==> src/rtl/mem_wb_stage.sv <==
// mem_wb_stage: MEM/WB pipeline register and write-back formatter.
// Extracts byte/half/word load data, selects the ALU result or the load
// data, and drives the register-file write port straight from registers.
// Also flags misaligned loads and, optionally, counts retired instructions.
// Optional feature macro: MEM_WB_INSTRET_EN (builds the instret counter;
// when undefined, instret is tied to 0).
// The byte and half lane selection assumes DW is at least 32.
module mem_wb_stage #(
    parameter int DW = 32,
    parameter int AW = 5
) (
    input  logic          clk,
    input  logic          rst_n,
    input  logic          stall,
    input  logic          flush,
    input  logic          m_valid,
    input  logic          m_regwrite,
    input  logic          m_memtoreg,
    input  logic [2:0]    m_ldtype,
    input  logic [AW-1:0] m_rd,
    input  logic [DW-1:0] m_alu,
    input  logic [DW-1:0] m_rdata,
    output logic          WE,
    output logic [AW-1:0] rW,
    output logic [DW-1:0] W,
    output logic          wb_valid,
    output logic          misalign,
    output logic [31:0]   instret
);

    // Load types. Encodings 101-111 are not listed and fall back to LW.
    typedef enum logic [2:0] {
        LD_LW  = 3'b000,
        LD_LB  = 3'b001,
        LD_LBU = 3'b010,
        LD_LH  = 3'b011,
        LD_LHU = 3'b100
    } ld_type_e;

    logic [7:0]    w_byte;
    logic [15:0]   w_half;
    logic [DW-1:0] w_load_data;
    logic          w_misalign;
    logic [DW-1:0] w_wdata;
    logic          w_we;
    logic          w_retire;

    logic          r_valid;
    logic          r_we;
    logic [AW-1:0] r_rd;
    logic [DW-1:0] r_w;
    logic          r_misalign;

    // Pick the addressed little-endian byte and half-word out of the memory word.
    always_comb begin
        // NOTE: every always_comb output gets a default first so no path can leave it unassigned and infer a latch.
        w_byte = m_rdata[7:0];
        case (m_alu[1:0])
            2'd1:    w_byte = m_rdata[15:8];
            2'd2:    w_byte = m_rdata[23:16];
            2'd3:    w_byte = m_rdata[31:24];
            default: w_byte = m_rdata[7:0];
        endcase
        w_half = m_alu[1] ? m_rdata[31:16] : m_rdata[15:0];
    end

    // Extend the selected lane per load type and detect misalignment.
    always_comb begin
        w_load_data = m_rdata;
        w_misalign  = 1'b0;
        case (m_ldtype)
            LD_LB:  w_load_data = {{(DW-8){w_byte[7]}}, w_byte};
            LD_LBU: w_load_data = {{(DW-8){1'b0}}, w_byte};
            LD_LH: begin
                w_load_data = {{(DW-16){w_half[15]}}, w_half};
                w_misalign  = m_alu[0];
            end
            LD_LHU: begin
                w_load_data = {{(DW-16){1'b0}}, w_half};
                w_misalign  = m_alu[0];
            end
            default: begin
                w_load_data = m_rdata;
                w_misalign  = (m_alu[1:0] != 2'b00);
            end
        endcase
        // A non-load instruction never checks alignment.
        if (!m_memtoreg) begin
            w_misalign = 1'b0;
        end
    end

    assign w_wdata  = m_memtoreg ? w_load_data : m_alu;
    assign w_we     = m_valid & m_regwrite & (m_rd != '0) & ~w_misalign;
    assign w_retire = m_valid & ~w_misalign;

    // WB pipeline register: reset > flush > stall > capture.
    always_ff @(posedge clk) begin
        // NOTE: sequential state uses non-blocking assignments so every register samples pre-edge values.
        if (!rst_n) begin
            r_valid    <= 1'b0;
            r_we       <= 1'b0;
            r_rd       <= '0;
            r_w        <= '0;
            r_misalign <= 1'b0;
        end else if (flush) begin
            r_valid    <= 1'b0;
            r_we       <= 1'b0;
            r_rd       <= '0;
            r_w        <= '0;
            r_misalign <= 1'b0;
        end else if (!stall) begin
            r_valid    <= m_valid;
            r_we       <= w_we;
            r_rd       <= m_rd;
            r_w        <= w_wdata;
            r_misalign <= w_misalign;
        end
    end

`ifdef MEM_WB_INSTRET_EN
    logic [31:0] r_instret;

    // Retired-instruction counter, advancing only on edges that capture a retiring entry.
    always_ff @(posedge clk) begin
        if (!rst_n) begin
            r_instret <= '0;
        end else if (!flush && !stall && w_retire) begin
            r_instret <= r_instret + 32'd1;
        end
    end

    assign instret = r_instret;
`else
    // Counter not built; w_retire is left without a load.
    assign instret = '0;
    logic w_unused_retire;
    assign w_unused_retire = w_retire;
`endif

    assign WE       = r_we;
    assign rW       = r_rd;
    assign W        = r_w;
    assign wb_valid = r_valid;
    assign misalign = r_misalign;

endmodule

==> config.mk <==
export PLATFORM = sky130hd
export DESIGN_NAME = mem_wb_stage
export DESIGN_NICKNAME = d
export VERILOG_FILES = /design/src/rtl/mem_wb_stage.sv
export SDC_FILE = /design/constraint.sdc
export NUM_CORES = 1
export LEC_CHECK = 0
export CORE_UTILIZATION = 35
export CTS_BUF_LIST = sky130_fd_sc_hd__clkbuf_16
export DETAILED_ROUTE_END_ITERATION = 6
export GPL_ROUTABILITY_DRIVEN = 0
export PLACE_DENSITY_LB_ADDON = 0.3
export SYNTH_ARGS = -nofsm -noshare
export SYNTH_HDL_FRONTEND = slang
export SYNTH_SLANG_ARGS = --single-unit
export TNS_END_PERCENT = 100
==> constraint.sdc <==
create_clock -name clk -period 4.3 [get_ports clk]
set_clock_uncertainty 0.15 [all_clocks]
set_input_delay 1.075 -clock clk [delete_from_list [all_inputs] [get_ports clk]]
set_output_delay 1.075 -clock clk [all_outputs]
set_load 0.03 [all_outputs]
Word-level counts from Yosys, hierarchy flattened
Index checks and enable logic that the tools add are counted.

storage, ports and cells
  register bits after elaboration = 40
  input port bits = 79
  output and inout port bits = 72
  logic and storage cells = 28

operators by class
  reductions and logical operators = 5
  bitwise operators = 5
  muxes and demuxes = 6
  equal/unequal tests = 7

operators by type and width
  kind                count
  $pmux 32 s4         1
  $mux 32             1
  $pmux 8 s3          1
  $mux 16             1
  $eq 3x2->1 const B  2
  $reduce_or 2->1     3
  $reduce_bool 5->1   1
  $eq 2x2->1 const B  2
  $and 1x1->1         3
  $eq 3x1->1 const B  1
  $eq 3x3->1 const B  1
  $eq 2x1->1 const B  1
  $not 1->1           2
  $pmux 1 s2          1
  $reduce_bool 2->1   1
  $mux 1              1

Depth between registers and ports, before layout
  depth in word-level cells = 6
  depth in mapped cells = 7
  mapped depth without buffers = 4

Least setup slack after synthesis
OpenSTA, ideal clock, no wires.

  path kind = input to register
  from = in m_alu[0]
  to = reg r_w[21], in the netlist W[21]
  path slack = 1.716 ns
  stages = 6
  required time = 4.028 ns
  library setup time = 0.122 ns
  path buffers = 2
  arrival = 2.312 ns
  cell sequence = buf_2 mux4_2 mux2_2 a31oi_4 buf_6 a21oi_1

between the ends
  cells in the longest elaborated chain, start to end = 4
  elaborated cells between the ends (all ways) = 6
  those cells by class = eq/ne (3); mux (3)

ends and longest elaborated chain
  what                                             line  RTL
  start, declared                                  21    input logic [DW-1:0] m_alu,
  $eq 2x2->1 / $eq 2x1->1 (equally long branches)  58    case (m_alu[1:0])
  $pmux 8 s3 (*)                                   58
  $pmux 32 s4 (*)                                  71    case (m_ldtype)
  $mux 32 (*)                                      93    assign w_wdata = m_memtoreg ? w_load_data : m_alu;
  end signal, assigned                             116   r_w <= w_wdata;
  end, declared                                    51    logic [DW-1:0] r_w;

Mark *: on every way between the ends. The rest lies on a longest branch, timed or not.
A chain may end at the register's enable or synchronous reset.

Final worst setup path
  from = in m_ldtype[0]
  to = reg r_w[24], in the netlist W[24]

between the ends
  cells in the longest elaborated chain, start to end = 3
  elaborated cells between the ends (all ways) = 6
  those cells by class = eq/ne (4); mux (2)

ends and longest elaborated chain
  what                                      line  RTL
  start, declared                           19    input logic [2:0] m_ldtype,
  $eq 3x3->1, or another cell as far along  71
  $pmux 32 s4 (*)                           71
  $mux 32 (*)                               93

Marks and branches as above.

==> flow_summary.yaml <==
placed_design:
  dp.cells: 532
  io_buffers: 118
  hpwl_um: 6600
global_route:
  overflow: 0
  grt_pass1_wl_um: 13400
  antenna_found_initial: 0
  grt_max_degree: 40
  grt_use_total_pct: 21.9
  first_global_vias: 2582
sta:
  setup_violations: 0
  rsz0062_at_grt: "false"
  fmax_mhz: 299
  fin_crit_ns: 3.34
  slew_headroom_pct: 41.3
  setup_tns_ns: 0
  slew_viol_final: 0
  min_period_over_period_pct: 77.7
  max_slew.worst_pin.slew_ns: 0.879
  hold_viol: 0
cts:
  post_cts_buffers: 0
  clkSinkCount: 40
  post_cts_resize_count: 0
  cts_hold_buf: 0
  cts_htree_levels: 2
  clk_path_buf_depth: 2
  cts_tree: "yes"
  clock_latency_ns: 0.28
  path_clk_slew_ns: 0.07
  cts_buffers: 5
  clockRootBuffer: "clkbuf_16"
power:
  ir_worst_vdd_v: 0.000204
  p_per_area_nw_per_um2: 294
  p_leak_nw: 1.43
drt:
  first_iter_violations: 145
  totalWireLength_um: 8850
  first_pass_iters: 5
  drc: 0
  wl_per_cell_um: 16.4
  viasPerCell: 5.37
  drtAntennaViolNets: 0
  route.vias.total: 2902
setup_path:
  cp_slowest_cell: "clkdlybuf4s50_1"
  worstSetupPathType: "input port to flop"
  arrival_ns: 3.42
  required_ns: 4.37
  worstPathMaxFanout: 20
  cp_cell_sequence: "clkdlybuf4s50_1 > nor2_1 > xnor2_2 > nand2_1 > a21oi_2"
  cpPeakStageDelay_ns: 0.89
  crit_path_start_kind: "input port"
  cp-end-kind: "flop"
yosys:
  synth_edf_count: 0
  syn_avg_cell_area_um2: 7.93
  synthFlopType: "dfxtp_1"
  yosysWarningCount: 0
  synth-seq-cells: 40
  synth_cell_type_count: 46
  async_reset_ff_share_pct: 0
  syn_area_um2: 2670
  yosysSeqAreaShare_pct: 29.9
  syn_inst: 337
finish:
  areaGrowthSynthToFinish_pct: 47.5
  nets: 519
  final_common_cell: "clkdlybuf4s50_1"
  drive_gt1_share_pct: 5.90
  final_cell_mix: "clkdlybuf4s50_1, dfxtp_1, nand2_1"
  num_antenna_cells: 0
  layoutNonFillerInstCount: 540
run_status:
  status: "finished clean"
floorplan:
  die_h_um: 89.4
  ios: 151
  coreArea_um2: 7330
  row_count: 31
  design.die.area_um2: 7990
  start_util_pct: 36.5
  die_width_um: 89.4
min_path:
  hp-class: "flop to flop"
job:
  maxCapViolCount: 0
## sequential cells by signal, summed over array words and instances (netlist names)
name,cells
W,32
rW,5
WE,1
misalign,1
wb_valid,1
## cell type report
| type | instances | area [um2] |
|---|---|---|
| clock buffer | 5 | 125 |
| clock inverter | 3 | 46.3 |
| fill | 694 | 3390 |
| inverter | 7 | 26.3 |
| multi-input combinational | 262 | 1600 |
| sequential | 40 | 801 |
| tap | 99 | 124 |
| timing repair buffer | 124 | 1230 |
## kinds of logic after synthesis
logic type      share of synthesized area, %
other cells                            0.140
flops                                   29.9
xor+xnor                               0.936
mux                                     4.68
buf+inv                                 14.8
simple gates                            17.9
compound gates                          31.6
## worst max-delay path, delay by kind of cell
kind | cells | cell delay, ns
AO/OA/AOI/OAI | 1 | 0.17
XOR/XNOR | 1 | 0.71
buffers and inverters | 1 | 0.89
AND/OR/NAND/NOR | 2 | 0.56
## per-layer routing
metal | GRT usage, % | up-vias | wire length, um
met1 | 29.2 | 1368 | 3790
li1 | - | 1410 | -
met5 | 0 | - | 0
met3 | 3.42 | 8 | 490
met2 | 36.8 | 116 | 4480
met4 | 5.48 | 0 | 92
## power breakdown
group	leakage (nW)	internal, mW	switching (mW)	total (mW)
combinational	1.02	0.138	0.190	0.327
clock	0.0804	0.276	0.159	0.435
sequential	0.327	0.387	0.00976	0.397
## synthesized netlist by cell type (all sizes together), types with 2 or more instances
| cell type | instances | area, um2 |
|---|---|---|
| o22ai | 2 | 12.5 |
| o211ai | 6 | 50.1 |
| mux2i | 8 | 80.1 |
| o21ai | 21 | 105 |
| nand3b | 2 | 15.0 |
| a21oi | 19 | 98.9 |
| o2111ai | 5 | 43.8 |
| a31oi | 11 | 83.8 |
| a211oi | 8 | 60.1 |
| or3b | 2 | 17.5 |
| a311oi | 4 | 35.0 |
| nand2 | 37 | 139 |
| dfxtp | 40 | 801 |
| mux2 | 2 | 22.5 |
| o221ai | 24 | 210 |
| inv | 6 | 22.5 |
| clkbuf | 13 | 48.8 |
| nand2b | 13 | 81.3 |
| nor2 | 17 | 63.8 |
| nor3 | 5 | 25.0 |
| xnor2 | 2 | 25.0 |
| buf | 46 | 320 |
| a221oi | 10 | 87.6 |
| or2 | 2 | 12.5 |
| nor2b | 5 | 31.3 |
| nand3 | 14 | 70.1 |
## path summary, 6_finish.rpt
check                    from  endpoint  slack (ns)  cells after the start
setup reg to reg         W[8]      W[8]        3.24                      2
hold reg to reg      misalign  misalign        0.33                      2
hold / removal       misalign  misalign        0.33                      2
setup / recovery  m_ldtype[0]     W[24]        0.96                      5
## per-stage QoR
| stage | hold slack, ns | total power [mW] | util, % | area (um2) | worst slack (ns) |
|---|---|---|---|---|---|
| 2_1_floorplan | 0.452 | 0.611 | - | 2790 | 1.72 |
| 4_1_cts | 0.332 | 1.16 | 53.8 | 3950 | 0.984 |
| 3_5_place_dp | 0.323 | 0.730 | 51.5 | 3770 | 0.692 |
| 5_1_grt | 0.350 | 1.21 | 53.8 | 3950 | 0.776 |
| 3_3_place_gp | 0.310 | 0.727 | 51.5 | 3770 | 0.755 |
| 6_report | 0.329 | 1.16 | 53.8 | 3950 | 0.958 |
Note: power is estimated with default switching activity, not from simulation.
